## src/rtl/seg7_pkg.sv

```systemverilog
// -----------------------------------------------------------------------------
// seg7_pkg
// Shared constants and helpers for the multiplexed 7-segment display path.
//   SEG_BLANK      : active-low segment word with every segment and point off
//   HEX2SEG_TABLE  : hex nibble -> {a,b,c,d,e,f,g}, active-low
//   hex2seg()      : table lookup wrapper used by the digit decoder
// -----------------------------------------------------------------------------
package seg7_pkg;

  localparam logic [7:0] SEG_BLANK = 8'hFF;

  // Index is the nibble value; bit 6 is segment a, bit 0 is segment g.
  localparam logic [6:0] HEX2SEG_TABLE [16] = '{
    7'b0000001,  // 0
    7'b1001111,  // 1
    7'b0010010,  // 2
    7'b0000110,  // 3
    7'b1001100,  // 4
    7'b0100100,  // 5
    7'b0100000,  // 6
    7'b0001111,  // 7
    7'b0000000,  // 8
    7'b0000100,  // 9
    7'b0001000,  // A
    7'b1100000,  // b
    7'b0110001,  // C
    7'b1000010,  // d
    7'b0110000,  // E
    7'b0111000   // F
  };

  function automatic logic [6:0] hex2seg(input logic [3:0] nibble);
    return HEX2SEG_TABLE[nibble];
  endfunction

endpackage

```

## src/rtl/hex7_decode.sv

```systemverilog
// -----------------------------------------------------------------------------
// hex7_decode
// Combinational decoder: one hex nibble plus decimal point to an active-low
// segment word {a,b,c,d,e,f,g,p}.
//   nibble_i : hex digit value
//   point_i  : 1 = decimal point lit
//   seg_n_o  : active-low segments, point in bit 0
// -----------------------------------------------------------------------------
module hex7_decode
  import seg7_pkg::*;
(
  input  logic [3:0] nibble_i,
  input  logic       point_i,
  output logic [7:0] seg_n_o
);

  assign seg_n_o = {hex2seg(nibble_i), ~point_i};

endmodule

```

## src/rtl/seg7_scan_ctrl.sv

```systemverilog
// -----------------------------------------------------------------------------
// seg7_scan_ctrl
// Time-division scanner for DIGITS common-anode digits sharing one segment bus.
// Each digit owns a slot of SCAN_DIV cycles; the first DEAD cycles of a slot
// keep every anode off so the previous digit's pattern cannot ghost into the
// next one. New content is captured into a pending register by 'load' and only
// moved into the display register at a frame boundary, so a frame never shows
// a mix of old and new digits.
//   clk        : system clock
//   rst        : synchronous reset, active-high
//   load       : 1-cycle strobe capturing data/point/blank/blink_en
//   data       : hex nibble per digit, digit i = data[4i+3:4i]
//   point      : decimal point per digit (1 = lit)
//   blank      : digit blanked (1 = segments and point off)
//   blink_en   : digit blinks with the blink phase
//   pending    : captured value waiting for the next frame boundary
//   seg_n      : {a,b,c,d,e,f,g,p}, active-low, registered
//   an_n       : digit enables, active-low, at most one low, registered
//   frame_tick : 1-cycle pulse on the first cycle of the digit-0 slot
// -----------------------------------------------------------------------------
module seg7_scan_ctrl
  import seg7_pkg::*;
#(
  parameter int DIGITS    = 8,
  parameter int SCAN_DIV  = 50000,
  parameter int DEAD      = 16,
  parameter int BLINK_DIV = 64
) (
  input  logic                  clk,
  input  logic                  rst,
  input  logic                  load,
  input  logic [4*DIGITS-1:0]   data,
  input  logic [DIGITS-1:0]     point,
  input  logic [DIGITS-1:0]     blank,
  input  logic [DIGITS-1:0]     blink_en,
  output logic                  pending,
  output logic [7:0]            seg_n,
  output logic [DIGITS-1:0]     an_n,
  output logic                  frame_tick
);

  localparam int CW = (SCAN_DIV > 1) ? $clog2(SCAN_DIV) : 1;
  localparam int IW = (DIGITS > 1) ? $clog2(DIGITS) : 1;
  localparam int BW = (BLINK_DIV > 1) ? $clog2(BLINK_DIV) : 1;

  localparam logic [CW-1:0] CNT_LAST   = CW'(SCAN_DIV - 1);
  localparam logic [CW-1:0] DEAD_CYC   = CW'(DEAD);
  localparam logic [IW-1:0] IDX_LAST   = IW'(DIGITS - 1);
  localparam logic [BW-1:0] BLINK_LAST = BW'(BLINK_DIV - 1);

  // Everything 'load' captures, kept together so pending and display move as one.
  typedef struct packed {
    logic [DIGITS-1:0][3:0] data;
    logic [DIGITS-1:0]      point;
    logic [DIGITS-1:0]      blank;
    logic [DIGITS-1:0]      blink;
  } frame_t;

  localparam frame_t FRAME_RESET = '{data: '0, point: '0, blank: '1, blink: '0};

  // Scan and blink state
  logic [CW-1:0] cnt_q, cnt_d;
  logic [IW-1:0] idx_q, idx_d;
  logic [BW-1:0] bcnt_q, bcnt_d;
  logic          ph_q, ph_d;

  // Update handshake
  frame_t        pend_q, pend_d;
  frame_t        disp_q, disp_d;
  logic          pending_q, pending_d;

  // Registered outputs
  logic [7:0]        seg_n_q, seg_n_d;
  logic [DIGITS-1:0] an_n_q, an_n_d;
  logic              frame_tick_q, frame_tick_d;

  logic   slot_end;
  logic   boundary;
  logic   dead;
  frame_t in_frame;
  logic [7:0] dec_seg_n;

  assign slot_end = (cnt_q == CNT_LAST);
  assign boundary = slot_end && (idx_q == IDX_LAST);
  assign dead     = (cnt_q < DEAD_CYC);
  assign in_frame = '{data: data, point: point, blank: blank, blink: blink_en};

  // ---------------------------------------------------------------------------
  // Scan counters and blink phase
  // ---------------------------------------------------------------------------
  always_comb begin
    // NOTE: every always_comb output gets a default first so no path leaves
    // it unassigned and a latch cannot be inferred.
    cnt_d  = cnt_q + 1'b1;
    idx_d  = idx_q;
    bcnt_d = bcnt_q;
    ph_d   = ph_q;

    if (slot_end) begin
      cnt_d = '0;
      idx_d = (idx_q == IDX_LAST) ? '0 : idx_q + 1'b1;
    end

    if (boundary) begin
      if (bcnt_q == BLINK_LAST) begin
        bcnt_d = '0;
        ph_d   = ~ph_q;
      end else begin
        bcnt_d = bcnt_q + 1'b1;
      end
    end
  end

  // ---------------------------------------------------------------------------
  // Pending / display handshake. A load coinciding with a boundary bypasses
  // the pending register so it is shown in the frame that starts next.
  // ---------------------------------------------------------------------------
  always_comb begin
    pend_d    = pend_q;
    disp_d    = disp_q;
    pending_d = pending_q;

    if (boundary) begin
      if (load) begin
        disp_d    = in_frame;
        pending_d = 1'b0;
      end else if (pending_q) begin
        disp_d    = pend_q;
        pending_d = 1'b0;
      end
    end else if (load) begin
      pend_d    = in_frame;
      pending_d = 1'b1;
    end
  end

  // ---------------------------------------------------------------------------
  // Output next-state: one decoder on the currently selected digit.
  // ---------------------------------------------------------------------------
  hex7_decode u_dec (
    .nibble_i (disp_q.data[idx_q]),
    .point_i  (disp_q.point[idx_q]),
    .seg_n_o  (dec_seg_n)
  );

  always_comb begin
    an_n_d = '1;
    if (!dead) begin
      an_n_d[idx_q] = 1'b0;
    end

    if (dead || disp_q.blank[idx_q] || (disp_q.blink[idx_q] && ph_q)) begin
      seg_n_d = SEG_BLANK;
    end else begin
      seg_n_d = dec_seg_n;
    end

    frame_tick_d = boundary;
  end

  // ---------------------------------------------------------------------------
  // State registers
  // ---------------------------------------------------------------------------
  // NOTE: sequential state uses non-blocking assignments so every register
  // samples pre-edge values regardless of statement order.
  always_ff @(posedge clk) begin
    if (rst) begin
      cnt_q        <= '0;
      idx_q        <= '0;
      bcnt_q       <= '0;
      ph_q         <= 1'b0;
      pending_q    <= 1'b0;
      // NOTE: the pending/display registers are reset, not left uninitialised,
      // because the display must come up blanked rather than showing garbage.
      pend_q       <= FRAME_RESET;
      disp_q       <= FRAME_RESET;
      seg_n_q      <= SEG_BLANK;
      an_n_q       <= '1;
      frame_tick_q <= 1'b0;
    end else begin
      cnt_q        <= cnt_d;
      idx_q        <= idx_d;
      bcnt_q       <= bcnt_d;
      ph_q         <= ph_d;
      pending_q    <= pending_d;
      pend_q       <= pend_d;
      disp_q       <= disp_d;
      seg_n_q      <= seg_n_d;
      an_n_q       <= an_n_d;
      frame_tick_q <= frame_tick_d;
    end
  end

  assign pending    = pending_q;
  assign seg_n      = seg_n_q;
  assign an_n       = an_n_q;
  assign frame_tick = frame_tick_q;

endmodule

```

## config.mk

```make
export PLATFORM = sky130hd
export DESIGN_NAME = seg7_scan_ctrl
export DESIGN_NICKNAME = d
export VERILOG_FILES = /design/src/rtl/seg7_pkg.sv /design/src/rtl/hex7_decode.sv /design/src/rtl/seg7_scan_ctrl.sv
export SDC_FILE = /design/constraint.sdc
export NUM_CORES = 1
export LEC_CHECK = 0
export ABC_AREA = 1
export BUFFER_PORTS_ARGS = -buffer_cell sky130_fd_sc_hd__buf_2
export CAP_MARGIN = 20
export CELL_PAD_IN_SITES_DETAIL_PLACEMENT = 0
export CELL_PAD_IN_SITES_GLOBAL_PLACEMENT = 1
export CORE_MARGIN = 4
export CORE_UTILIZATION = 35
export DETAILED_ROUTE_END_ITERATION = 7
export GPL_TIMING_DRIVEN = 0
export PLACE_DENSITY_LB_ADDON = 0.3
export SYNTH_ARGS = -nofsm -noshare
export SYNTH_HDL_FRONTEND = slang
export SYNTH_HIERARCHICAL = 1
export SYNTH_SLANG_ARGS = --single-unit
```

## constraint.sdc

```tcl
create_clock -name clk -period 2.3 [get_ports clk]
set_input_delay 0.345 -clock clk [delete_from_list [all_inputs] [get_ports clk]]
set_output_delay 0.345 -clock clk [all_outputs]
set_load 0.02 [all_outputs]
```

Word level (Yosys, flattened, before mapping) --
Memories as Yosys holds them, arrays and structs flattened. A register that Yosys moved wholly into a read port is not among the register bits. Index checks and enable logic that the tools add are counted.
Storage, ports and cells: memory bits (read-only) 112, bits of input ports 59, output and inout bits 18, word-level logic and storage cells 75, memories kept 1, register bits 156
Operators by class: multiplexer cells 16, add/subtract/negate cells 3, equal/unequal tests 3, bitwise operators 5, reductions and logical operators 13, magnitude comparators 4
Memories:
- (no name shown) | words 16, bits a word 7, rd ports 1, clocked after Yosys merged registers in 1, write ports 0, RTL line seg7_pkg.sv:33 | return HEX2SEG_TABLE[nibble];
Operator list (count):
- $mux W56 | 2
- $add A16 B1 Y16 const B | 1
- $eq A16 B16 Y1 const B | 1
- $lt A16 B5 Y1 const B | 1
- $mux W7 | 2
- $bmux W4 S3 | 1
- $bmux W1 S3 | 3
- $not A8 Y8 | 1
- $reduce_or A2 Y1 | 4
- $add A6 B1 Y6 const B | 1
- $eq A6 B6 Y1 const B | 1
- $mux W6 | 1
- $reduce_and A2 Y1 | 3
- $ge A5 B5 Y1 const B | 1
- $not A4 Y5 | 1
- $lt A3 B4 Y1 const B | 1
- $mux W1 | 4
- $mux W4 | 1
- $add A3 B1 Y3 const B | 1
- $demux W1 S3 | 1
- $eq A3 B3 Y1 const B | 1
- $ge A3 B1 Y1 const B | 1
- $logic_and A1 B1 Y1 | 3
- $mux W3 | 1
- other kinds (3) | 6

Depth between registers and ports, before layout --
depth after elaboration 6, depth in mapped cells 13, mapped depth without buffers 12

Modules after synthesis --
The synthesis kept the hierarchy.
Modules (own cells, without submodules):
- seg7_scan_ctrl | instances 1, area an instance 7569.8 µm², seq. area each 3123.0 µm², cells each 1052
- hex7_decode | instances 1, area an instance 272.8 µm², seq. area each 0.0 µm², cells each 50

Worst setup path before layout --
No wires, ideal clock.
path type register to register, start reg idx_q[0], end reg seg_n_q[4] (netlist: seg_n[4]), data required time 2168 ps, cell stages (with the launch flop) 12, setup time 132 ps, path buffers 2, clock period less this slack 2178 ps, path slack 122 ps, arrival time 2046 ps, cell sequence dfxtp_1 buf_2 buf_2 nor3_1 a22oi_1 nand4_1 inv_1 ha_1 nand2_1 nand3_1 nand2_1 nand3b_1
On the way: cells in the longest elaborated chain, start to end 5, elaborated cells between the ends (all ways) 11, classes of those cells mux (6); bitwise (1); reduce/logical (4)
RTL lines:
- start: declaration | RTL line seg7_scan_ctrl.sv:63 | logic [IW-1:0] idx_q, idx_d;
- start signal: assignment | RTL line seg7_scan_ctrl.sv:182 | idx_q <= idx_d;
- $bmux W1 S3 | RTL line seg7_scan_ctrl.sv:152 | if (dead || disp_q.blank[idx_q] || (disp_q.blink[idx_q] && ph_q)) begin
- $mux W1 (implied by the code) | RTL line seg7_scan_ctrl.sv:152
- $logic_or A1 B1 Y1 or $logic_and A1 B1 Y1 (tied branches) | RTL line seg7_scan_ctrl.sv:152
- $logic_or A1 B1 Y1 | RTL line seg7_scan_ctrl.sv:152
- $reduce_or A2 Y1 (no line)
- end: declaration | RTL line seg7_scan_ctrl.sv:73 | logic [7:0] seg_n_q, seg_n_d;
Parallel ways exist; a longest one is shown, timed or not. The select of a mux whose other input is x is not followed. A chain may end at the register's enable or synchronous reset.

Worst setup path in the final report --
start reg idx_q[2], end reg seg_n_q[1] (netlist: seg_n[1])
The elaborated chain is that of the path after synthesis.

==> results.sh <==
export IMPL_outcome="completed"
export IMPL_die_area_um2=24870
export IMPL_final_util_pct=43.48
export IMPL_post_synth_instance_area_um2=7843
export IMPL_final_period_minus_worst_setup_slack_ns=2.226
export IMPL_final_max_slew_viol_count=0
export IMPL_endpoint_kind="register"
export IMPL_min_delay_path_class="in2reg"
export IMPL_yosysSeqAreaShare_pct=39.82
export IMPL_fillers=2277
export IMPL_clkSlewWorstSetupHoldPaths_ns=0.07
export IMPL_die_h_um=157.7
export IMPL_final_layout_size_suffix_gt1_share_pct=24.07
export IMPL_post_synth_cell_types=32
export IMPL_synthesis_stage_register_bit_count=156
export IMPL_cell_int_power_w=0.004832
export IMPL_post_place_ws_ns=-0.6659
export IMPL_worst_r2r_startpoint="idx_q[2]"
export IMPL_route_detailed_drc=0
export IMPL_layout_area_overhead_vs_synth_pct=21.75
export IMPL_sw_frac_of_total_pct=23.34
export IMPL_setup_viol_count_final=0
export IMPL_fin_tns_setup_ns=0
export IMPL_cts_root_buf="clkbuf_16"
export IMPL_worst_ir_drop_vdd_uv=401.3
export IMPL_grt_usage_pct=17.35
export IMPL_ios=77
export IMPL_post_layout_total_power_w=0.006303
export IMPL_postRouteAntennaNets=0
export IMPL_grt_max_degree=17
export IMPL_total_area_of_multi_input_combinational_cells_um2=4173
export IMPL_hold_path_cell_count=5
export IMPL_clock_tree_from_tritoncts="done"
export IMPL_r2r_end="seg_n[1]"
export IMPL_dp_hpwl_um=15440
export IMPL_numPortBuffers=74
export IMPL_floorplan_rows=54
export IMPL_clock_path_buffers=2
export IMPL_seq_power_share_pct=44.6
export IMPL_antennaDiodeCount=0
export IMPL_cts_buffers_inserted=17
export IMPL_cts_sink_count=156
export IMPL_clock_tree_htree_level_count=4
export IMPL_core_region_area_um2=21960
export IMPL_wl_per_cell_um=14.04
export IMPL_max_cap_violations=0
export IMPL_period_share_pct=96.76
export IMPL_timing_critical_path_arrival_ns=2.52
export IMPL_worst_slew_pin_transition_ns=0.7468
export IMPL_detailed_route_wire_length_um=21260
export IMPL_via_count_of_the_first_global_routing_pass=6491
export IMPL_tritonroute_pass_1_iters=5
export IMPL_worst_skew_pair_late_latency_ns=0.43
export IMPL_grt_first_pass_wirelength_um=33980
export IMPL_timing_setup_critical_path_class="reg2reg"
export IMPL_post_synth_inst_count=1102
export IMPL_place_congestion=0.8000
export IMPL_gate_power_share_pct=7.1
export IMPL_floorplan_initialDensity_pct=35.72
export IMPL_power_switching_w=0.001471
export IMPL_synth_warning_count=6
export IMPL_critical_path_peak_fanout=7
export IMPL_syn_nets=1172
export IMPL_slew_limit_headroom_pct=50.21
export IMPL_ff2ff_setup_slack_ns=0.07
export IMPL_layout_cell_area_non_filler_um2=9548
export IMPL_avgSynthCellArea_um2=7.117
export IMPL_grt_overflow=0
export IMPL_num_vias=6955
export IMPL_timing_fmax_mhz=449.3
export IMPL_skew_ns=0.01045
export IMPL_power_density_nw_per_um2=660.2
export IMPL_antenna_found_initial=0
export IMPL_layout_cells_most_common_list="nand2_1 (301), nor2_1 (202), dfxtp_1 (153), buf_2 (88), inv_1 (84)"
export IMPL_postLayoutSetupSlackWorst_ns=0.07443
export IMPL_die_w_um=157.7
export IMPL_worst_hold_startpoint="blank[4]"
export IMPL_crit_required_ns=2.59
export IMPL_drtIter0Drc=357
export IMPL_detail_route_vias_per_cell=4.594
export IMPL_r2r_worst_path_cells=12
export IMPL_p_leak_nw=4.530
export IMPL_layout_nets=1291
export IMPL_layout_area_seq_um2=3129
export IMPL_most_common_cell_after_layout_fill_and_taps_aside="nand2_1"
export IMPL_cp_launch_type="register"
export IMPL_worstHoldEndpoint="pend_q[12]"
export IMPL_hold_violation_count_in_the_final_report=0
export IMPL_post_dp_area_um2=8563
export IMPL_power_clock_fraction_pct=48.2
[layout make-up]
type | instances | share of cell area, %
inverters | 99 | 4.036
clock inverters | 13 | 1.966
well taps | 280 | 3.669
plain buffers | 53 | 3.171
clock buffers | 19 | 4.639
multi-input cells | 793 | 43.70
repair buffers | 101 | 6.041
flip-flops and latches | 156 | 32.77
[power groups by stage]
stage	clock (W)	sequential, W	combinational [W]
3_5_place_dp	0	0.00288	0.000452
2_1_floorplan	0	0.00287	0.000307
3_3_place_gp	0	0.00287	0.000451
5_1_grt	0.00320	0.00282	0.000507
4_1_cts	0.00311	0.00281	0.000456
6_report	0.00304	0.00281	0.000450
[metal layers]
layer | part of all wire (%) | wire [um] | GRT usage [%] | vias up
li1 | - | - | - | 3683
met1 | 51 | 10930 | 24.64 | 3143
met2 | 43 | 9232 | 27.06 | 110
met3 | 3.9 | 838 | 3.718 | 19
met4 | 1.2 | 256 | 4.015 | 0
met5 | 0 | 0 | 0 | -
[sequential cells by signal, indices dropped and copies added (netlist names), 3 cells and up]
register,count
disp_q,56
pend_q,56
cnt_q,16
an_n,8
seg_n,8
bcnt_q,6
idx_q,3
[timing repair]
item	in CTS	in global routing
pin swaps	5	10
endpoints found under the setup margin	7	6
resized for setup	28	14
buffers inserted	14	13
hold buffers	0	0
[worst max-delay path, stage by stage (launching register included)]
cell	delay (ns)
dfxtp_4	0.37
clkinvlp_4	0.21
nand3_4	0.20
o22ai_2	0.09
nor2_1	0.10
nand4_1	0.25
buf_4	0.25
ha_2	0.19
nand2_2	0.09
nand2_2	0.06
nor2_1	0.09
nor2_1	0.04
nand3b_1	0.14
[cell usage after synthesis, drive strengths merged]
master	n	area, um^2
a211oi	1	7.510
xnor2	2	17.52
buf	29	201.4
nor2	246	1052
nor3b	1	7.510
dfxtp	156	3123
xor2	5	43.79
mux2	48	540.5
clkbuf	25	93.84
nand4	8	65.06
nand3b	58	435.4
a21oi	16	80.08
ha	11	137.6
nand2	306	1159
inv	99	371.6
o21ai	25	125.1
nand3	40	217.7
o22ai	12	75.07
or2	7	43.79
nor3	3	15.01
a22oi	4	30.03
[how the worst max path moves through the flow]
stage / startpoint / end / slack (ns) / cells past startpoint
3_5_place_dp: idx_q[0] / seg_n[4] / -0.67 / 11
4_1_cts: idx_q[2] / seg_n[1] / 0.04 / 12
3_3_place_gp: idx_q[0] / seg_n[4] / -0.66 / 11
5_1_grt: idx_q[2] / seg_n[7] / -0.005 / 12
2_1_floorplan: idx_q[0] / seg_n[4] / 0.12 / 11
6_report: idx_q[2] / seg_n[1] / 0.07 / 12
[per-stage QoR]
| stage | cells | hold WS, ns |
|---|---|---|
| floorplan | 1102 | 0.4175 |
| global placement | 1456 | 0.4272 |
| detailed placement | 1456 | 0.4389 |
| CTS | 1502 | 0.2070 |
| global route | 1514 | 0.2461 |
| finish | 1514 | 0.2178 |
[logic make-up (layout without fill, tap and decap cells)]
logic type / count (synthesis) / after routing / share of synthesized area [%]
flip-flops: 156 / 156 / 39.82
AO/OA/AOI/OAI: 58 / 58 / 4.052
AND/OR/NAND/NOR: 669 / 669 / 38.19
buffers and inverters: 153 / 285 / 8.503
multiplexers: 48 / 48 / 6.892
adder cells (fa/ha/maj): 11 / 11 / 1.755
XOR/XNOR: 7 / 7 / 0.7818
No activity file was read; power rests on OpenSTA's default activity.
